$ cat config.mk
export PLATFORM = sky130hd
export DESIGN_NAME = cla_4_adder_flat
export DESIGN_NICKNAME = d
export VERILOG_FILES = /design/src/rtl/cla_pkg.sv /design/src/rtl/cla_4_adder_if.sv /design/src/rtl/cla_4_adder_cla4_block.sv /design/src/rtl/cla_4_adder.sv /design/src/flat_wrapper.sv
export SDC_FILE = /design/constraint.sdc
export NUM_CORES = 1
export LEC_CHECK = 0
export ABC_AREA = 0
export CAP_MARGIN = 5
export CORE_AREA = 2 2 39 41
export DETAILED_ROUTE_END_ITERATION = 12
export DIE_AREA = 0 0 41 43
export PLACE_DENSITY = 0.61
export SYNTH_ARGS = -nofsm -noshare
export SYNTH_HDL_FRONTEND = slang
export SYNTH_SLANG_ARGS = --single-unit
$ cat constraint.sdc
create_clock -name clk -period 2 [get_ports clk]
set_clock_uncertainty 0.1 [all_clocks]
set_input_delay 0.4 -clock clk [delete_from_list [all_inputs] [get_ports clk]]
set_output_delay 0.4 -clock clk [all_outputs]
set_load 0.02 [all_outputs]
$ cat src/rtl/cla_pkg.sv
// Shared constants for the carry-lookahead adder family.
package cla_pkg;

  localparam int GROUP_W = 4;

  typedef logic [GROUP_W-1:0] nibble_t;

  function automatic int group_count(input int width);
    return width / GROUP_W;
  endfunction

endpackage

$ cat src/rtl/cla_4_adder_if.sv
// Operand/result bundle for cla_4_adder; master drives operands, slave returns the registered result.
interface cla_4_adder_if #(parameter int WIDTH = 4);

  logic             in_valid;
  logic [WIDTH-1:0] in1;
  logic [WIDTH-1:0] in2;
  logic             czero;
  logic [WIDTH-1:0] sum;
  logic             cout;
  logic             out_valid;

  modport master (
    output in_valid, in1, in2, czero,
    input  sum, cout, out_valid
  );

  modport slave (
    input  in_valid, in1, in2, czero,
    output sum, cout, out_valid
  );

endinterface

$ cat src/rtl/cla_4_adder_cla4_block.sv
// Combinational 4-bit lookahead slice: sum bits plus group generate/propagate.
module cla4_block
  import cla_pkg::*;
(
  input  nibble_t a,
  input  nibble_t b,
  input  logic    cin,
  output nibble_t s,
  output logic    G,
  output logic    P
);

  nibble_t w_g;
  nibble_t w_p;
  nibble_t w_c;

  assign w_g = a & b;
  assign w_p = a ^ b;

  // Each carry is a flat sum of products so no bit waits on its neighbour.
  assign w_c[0] = cin;
  assign w_c[1] = w_g[0] | (w_p[0] & cin);
  assign w_c[2] = w_g[1] | (w_p[1] & w_g[0]) | (w_p[1] & w_p[0] & cin);
  assign w_c[3] = w_g[2] | (w_p[2] & w_g[1]) | (w_p[2] & w_p[1] & w_g[0])
                | (w_p[2] & w_p[1] & w_p[0] & cin);

  assign s = w_p ^ w_c;

  assign G = w_g[3] | (w_p[3] & w_g[2]) | (w_p[3] & w_p[2] & w_g[1])
           | (w_p[3] & w_p[2] & w_p[1] & w_g[0]);
  assign P = &w_p;

endmodule

$ cat src/rtl/cla_4_adder.sv
// Registered WIDTH-bit carry-lookahead adder built from 4-bit slices and a second-level group lookahead.
module cla_4_adder
  import cla_pkg::*;
#(
  parameter int WIDTH = 4
) (
  input logic          clk,
  input logic          rst_n,
  cla_4_adder_if.slave bus
);

  localparam int NG = group_count(WIDTH);

  if ((WIDTH <= 0) || ((WIDTH % GROUP_W) != 0)) begin : g_bad_width
    $error("cla_4_adder: WIDTH must be a positive multiple of 4");
  end

  // Carry into group k: OR over every source (czero or an earlier G) ANDed with all P above it.
  function automatic logic [NG:0] group_carry(input logic [NG-1:0] g,
                                              input logic [NG-1:0] p,
                                              input logic          c0);
    logic [NG:0] src;
    logic [NG:0] c;
    logic        term;
    src = {g, c0};
    c   = '0;
    for (int k = 0; k <= NG; k++) begin
      for (int j = 0; j <= k; j++) begin
        term = src[j];
        for (int m = j; m < k; m++) begin
          term = term & p[m];
        end
        c[k] = c[k] | term;
      end
    end
    return c;
  endfunction

  logic [NG-1:0]    w_gg;
  logic [NG-1:0]    w_gp;
  logic [NG:0]      w_gc;
  logic [WIDTH-1:0] w_sum;

  logic [WIDTH-1:0] r_sum;
  logic             r_cout;
  logic             r_out_valid;

  for (genvar gi = 0; gi < NG; gi++) begin : g_blk
    cla4_block u_blk (
      .a   (bus.in1[gi*GROUP_W +: GROUP_W]),
      .b   (bus.in2[gi*GROUP_W +: GROUP_W]),
      .cin (w_gc[gi]),
      .s   (w_sum[gi*GROUP_W +: GROUP_W]),
      .G   (w_gg[gi]),
      .P   (w_gp[gi])
    );
  end

  always_comb begin
    w_gc = group_carry(w_gg, w_gp, bus.czero);
  end

  always_ff @(posedge clk or negedge rst_n) begin
    if (!rst_n) begin
      r_sum       <= '0;
      r_cout      <= 1'b0;
      r_out_valid <= 1'b0;
    end else begin
      r_out_valid <= bus.in_valid;
      if (bus.in_valid) begin
        r_sum  <= w_sum;
        r_cout <= w_gc[NG];
      end
    end
  end

  assign bus.sum       = r_sum;
  assign bus.cout      = r_cout;
  assign bus.out_valid = r_out_valid;

endmodule

$ cat src/flat_wrapper.sv
// flat-port wrapper written by rule: the top's interface ports become plain ports
module cla_4_adder_flat import cla_pkg::*;
#(
  parameter int WIDTH = 4
)
  (clk, rst_n, bus_in_valid, bus_in1, bus_in2, bus_czero, bus_sum, bus_cout, bus_out_valid);
  cla_4_adder_if #(.WIDTH(WIDTH)) bus_i ();
  input logic clk;
  input logic rst_n;
  input wire logic [$bits(bus_i.in_valid)-1:0] bus_in_valid;
  input wire logic [$bits(bus_i.in1)-1:0] bus_in1;
  input wire logic [$bits(bus_i.in2)-1:0] bus_in2;
  input wire logic [$bits(bus_i.czero)-1:0] bus_czero;
  output wire logic [$bits(bus_i.sum)-1:0] bus_sum;
  output wire logic [$bits(bus_i.cout)-1:0] bus_cout;
  output wire logic [$bits(bus_i.out_valid)-1:0] bus_out_valid;
  assign bus_i.in_valid = bus_in_valid;
  assign bus_i.in1 = bus_in1;
  assign bus_i.in2 = bus_in2;
  assign bus_i.czero = bus_czero;
  assign bus_sum = bus_i.sum;
  assign bus_cout = bus_i.cout;
  assign bus_out_valid = bus_i.out_valid;
  cla_4_adder #(.WIDTH(WIDTH)) u_core (.clk(clk), .rst_n(rst_n), .bus(bus_i));
endmodule
# ---- Word-level counts from Yosys, hierarchy flattened
# Cells that the tools add are included.
dict set report totals {
  regBits 6
  latchBits 0
  ramBits 0
  romBits 0
  input_bits 12
  elab_cells 32
  memories 0
}
dict set report op_classes {
  n_addsub 0
  mul 0
  div 0
  magnitude_cmp 0
  eq_ne 0
  shifts 0
  muxes 0
  n_bitwise 28
  n_reduce_logical 1
}
# cell count
set op_table {}
lappend op_table {{$and A1 B1 Y1} 15}
lappend op_table {{$or A1 B1 Y1} 10}
lappend op_table {{$xor A4 B4 Y4} 2}
lappend op_table {{$and A4 B4 Y4} 1}
lappend op_table {{$reduce_and A4 Y1} 1}

# ---- Logic depth before layout (Yosys ltp)
dict set report logic_depth {
  word_depth 6
  depth_mapped 4
}

# ---- Modules after synthesis
# A second synthesis with hierarchy kept.
dict set report unflattened {
  hier_cells 35
  hier_area_um2 391.6
}
# mod n_inst cells_each area_per_inst_um2 seq_area_each_um2
set modules_own_cells {}
lappend modules_own_cells {cla_4_adder 1 13 209.0 150.1}
lappend modules_own_cells {cla4_block 1 22 182.7 0.0}

# ---- Least setup slack after synthesis
# OpenSTA, ideal clock, no wires.
dict set report synth_path {
  kind {input-to-reg}
  startpoint {input port bus_in2[1]}
  endpoint {register u_core.r_cout (netlist: u_core.bus.cout)}
  setup_time_ns 0.126
  arrival_ns 1.244
  required_time_ns 1.774
  slack_ns 0.530
  cell_stages 4
  n_path_buf 0
  path_cell_list {ha_1 a21o_1 a211oi_1 o21ai_1}
}
dict set report synth_between {
  elab_chain_len 5
}
# element line_no
set synth_lines {}
lappend synth_lines {{from (decl)} flat_wrapper.sv:12} ;# input wire logic [$bits(bus_i.in2)-1:0] bus_in2;
lappend synth_lines {{$and A4 B4 Y4 / $xor A4 B4 Y4 (equally long branches)} {cla_4_adder_cla4_block.sv:17, cla_4_adder_cla4_block.sv:18}}
lappend synth_lines {{$and A1 B1 Y1, on equally long branches} {cla_4_adder_cla4_block.sv:29, cla_4_adder_cla4_block.sv:30}}
lappend synth_lines {{$or A1 B1 Y1 / $and A1 B1 Y1 (equally long branches)} {cla_4_adder_cla4_block.sv:29, cla_4_adder_cla4_block.sv:30}}
lappend synth_lines {{$or A1 B1 Y1} cla_4_adder_cla4_block.sv:30} ;# | (w_p[3] & w_p[2] & w_p[1] & w_g[0]);
lappend synth_lines {{$or A1 B1 Y1 (*)} cla_4_adder.sv:33} ;# c[k] = c[k] | term;
lappend synth_lines {{to (signal assigned)} cla_4_adder.sv:72} ;# r_cout <= w_gc[NG];
lappend synth_lines {{to (decl)} cla_4_adder.sv:45} ;# logic r_cout;
# Every way passes the cells marked *; elsewhere a longest branch is shown, timed or not.
# A chain may end at the register's enable or synchronous reset.

# ---- Worst setup path after layout
dict set report layout_path {
  startpoint {input port bus_czero}
  endpoint {register u_core.r_sum[1] (netlist: u_core.bus.sum[1])}
}
dict set report layout_between {
  elab_chain_len 3
}
# element line_no
set layout_lines {}
lappend layout_lines {{from (decl)} flat_wrapper.sv:13} ;# input wire logic [$bits(bus_i.czero)-1:0] bus_czero;
lappend layout_lines {{$and A1 B1 Y1} cla_4_adder_cla4_block.sv:22} ;# assign w_c[1] = w_g[0] | (w_p[0] & cin);
lappend layout_lines {{$or A1 B1 Y1} cla_4_adder_cla4_block.sv:22}
lappend layout_lines {{$xor A4 B4 Y4} cla_4_adder_cla4_block.sv:27} ;# assign s = w_p ^ w_c;
lappend layout_lines {{to (signal assigned)} cla_4_adder.sv:71} ;# r_sum <= w_sum;
lappend layout_lines {{to (decl)} cla_4_adder.sv:44} ;# logic [WIDTH-1:0] r_sum;
# Every way passes these cells.

==> results.cfg <==
[run_status]
status = finished clean

[placement]
dp_hpwl_um = 748
place.gp.congestion = 0.715
port_buffers = 17
placedCellCount = 74

[cts]
cts_setup_buffers = 0
cts_tree = yes
htree_levels = 1
cts_sinks = 6
clock_latency_ns = 0.24
cts_resized = 0
ctsLongestPathBuffers = 2
hold_buffers = 0
cts_made_buffers = 3
clk_pin_slew_ns = 0.04
root_buffer = clkbuf_4

[power]
clock_power_share_pct = 25.4
p_int_uw = 298
power_frac_seq_pct = 36.2
switching_share_pct = 29.2
irDropWorstVdd_mv = 0.187
p_sw_uw = 123
power_per_cell_area_nw_per_um2 = 660
pwr-share-comb_pct = 38.4
power.leakage_nw = 0.297

[logic_synthesis]
ys_seq_elements = 6
synth_top_area_cell = dfrtp_1
ys_seq_area_share_pct = 35.6
yosysWarnings = 0
synth_top_cells_by_area = dfrtp_1, ha_1, fa_1
netlist_top_cells_count = dfrtp_1, ha_1, inv_1, nand3_1, nand2_1
synth_ff_type = dfrtp_1
synth_async_sr_flop_share_pct = 100
ys_types = 22
synth_nets = 57
yosysMostFrequentCell = dfrtp_1
synth.top_cell.area_share_pct = 35.6
netlist_area_um2 = 422
synthCells = 40
avgSynthCellArea_um2 = 10.5
synth_edf_count = 0

[detailed_routing]
drt_iter0_markers = 5
via_per_inst = 4.88
wire_per_inst_um = 11.3
drc = 0
vias = 376
ant_nets = 0
wirelength_um = 871
first_pass_iters = 4

[floorplanning]
die_area_um2 = 1760
row_count = 14
die_w_um = 41
start_util_pct = 30.5
fp.dieH_um = 43
io_pins = 18
coreArea_um2 = 1380

[finish]
drive_gt1_share_pct = 14.8
nets = 80
final_cells = 77
area_growth_pct = 51.3
final_util_pct = 46.1
insertedDiodeCount = 0

[critical_path]
critPathRequiredTime_ns = 2.02
cp_slowest_cell = clkdlybuf4s50_1
criticalPathCategory = input pin to register
worstPathArrival_ns = 1.75
cp_cell_sequence = clkdlybuf4s50_1 > inv_1 > fa_1 > xnor2_1 > mux2_2
cp_max_fo = 2
slowest_delay_ns = 0.48
critPathLaunchType = input pin
end_kind = register

[timing]
max_freq_mhz = 578
hold_violations = 0
setup_violations = 0
final.hold.worst_slack_ns = 0.295
final_max_slew_viol_count = 0
rsz0062_at_grt = no
fin_tns_setup_ns = 0
min_period_ns = 1.73
finalCritPeriodShare_pct = 86.6
max_slew_margin_pct = 77.9
worstMarginPinSlew_ns = 0.330

[global_route]
grt_max_degree = 11
grt_usage_pct = 12.9
antenna_found_initial = 0
grt_pass1_wl_um = 1510
grt_overflow = 0
grt_pass1_vias = 378

[run]
drv_cap = 0

[worst_hold_path]
hold_path_class = input pin to async pin
[per-stage QoR]
step	instance area, µm²	worst slack [ns]	power [mW]
4_1_cts	638	0.266	0.430
2_1_floorplan	422	0.530	0.239
5_1_grt	638	0.200	0.452
3_5_place_dp	616	0.0118	0.318
3_3_place_gp	616	0.0270	0.316
6_report	638	0.269	0.421
[power groups by stage]
stage	clock [mW]	combinational, mW	sequential, mW
after global routing	0.120	0.178	0.155
final	0.107	0.162	0.152
after detailed placement	0	0.163	0.155
after floorplan	0	0.0612	0.178
after global placement	0	0.162	0.154
after CTS	0.113	0.164	0.153
[worst max-delay path: cells and delay by family]
kind / cells / cell delay (ns)
xor+xnor: 1 / 0.13
fa+ha+maj: 1 / 0.43
buf+inv: 2 / 0.54
mux: 1 / 0.25
[worst paths after layout]
| kind | start | to | slack [ns] | cells past startpoint |
|---|---|---|---|---|
| min in group clk | u_core.bus.sum[0]$_DFFE_PN0P_ | u_core.bus.sum[0]$_DFFE_PN0P_ | 0.38 | 2 |
| worst min register to register | u_core.bus.sum[0]$_DFFE_PN0P_ | u_core.bus.sum[0]$_DFFE_PN0P_ | 0.38 | 2 |
| worst max-delay path | bus_czero | u_core.bus.sum[1]$_DFFE_PN0P_ | 0.27 | 5 |
| max in group asynchronous | rst_n | u_core.bus.sum[3]$_DFFE_PN0P_ | 1.30 | 1 |
| worst min-delay path | rst_n | u_core.bus.sum[2]$_DFFE_PN0P_ | 0.30 | 1 |
| worst max register to register | u_core.bus.sum[3]$_DFFE_PN0P_ | u_core.bus.sum[3]$_DFFE_PN0P_ | 1.03 | 2 |
[registers in the layout, summed over array words and instances, names as in the netlist]
| name | cells |
|---|---|
| u_core.bus.cout | 1 |
| u_core.bus.out_valid | 1 |
| u_core.bus.sum | 4 |
[layer usage]
metal	GRT usage, %	vias up	part of all wire, %
met2	18.1	8	51
li1	-	188	-
met1	16.1	178	43
met4	10.0	0	1.6
met5	0	-	0
met3	3.14	2	3.6
[kinds of logic after synthesis]
family,synth area share [%]
AOI/OAI and AO/OA,17.5
xor gates and xnor gates,2.08
adders and majority gates,16.6
buffers and inverters,6.23
DFF,35.6
muxes,5.04
and+or+nand+nor,16.9
[final cells by class]
type	instances	area, µm²
repair buffers	19	185
well taps	16	20.0
clock buffers	3	22.5
inverters	4	15.0
fillers	141	746
multi-input cells	29	245
flip-flops and latches	6	150
[cell usage in the layout (no fill, tap or decap)]
| cell | synthesis | final |
|---|---|---|
| clkbuf_4 | 0 | 3 |
| buf_4 | 0 | 2 |
| a21o_1 | 2 | 2 |
| xnor2_1 | 1 | 1 |
| a211o_2 | 1 | 1 |
| a211o_1 | 1 | 1 |
| and4_4 | 1 | 1 |
| o21ai_1 | 1 | 1 |
| nand2_1 | 3 | 3 |
| mux2_2 | 1 | 1 |
| o21ai_0 | 1 | 1 |
| nor2b_1 | 2 | 2 |
| clkdlybuf4s50_1 | 0 | 17 |
| a221oi_2 | 1 | 1 |
| mux2i_1 | 1 | 1 |
| dfrtp_1 | 6 | 6 |
| fa_1 | 1 | 1 |
| a211oi_1 | 1 | 1 |
| nand3_1 | 4 | 4 |
| ha_1 | 4 | 4 |
| nand3b_1 | 1 | 1 |
| a22oi_1 | 1 | 1 |
| and3b_1 | 1 | 1 |
| inv_1 | 4 | 4 |
No activity file was read; power rests on OpenSTA's default activity.
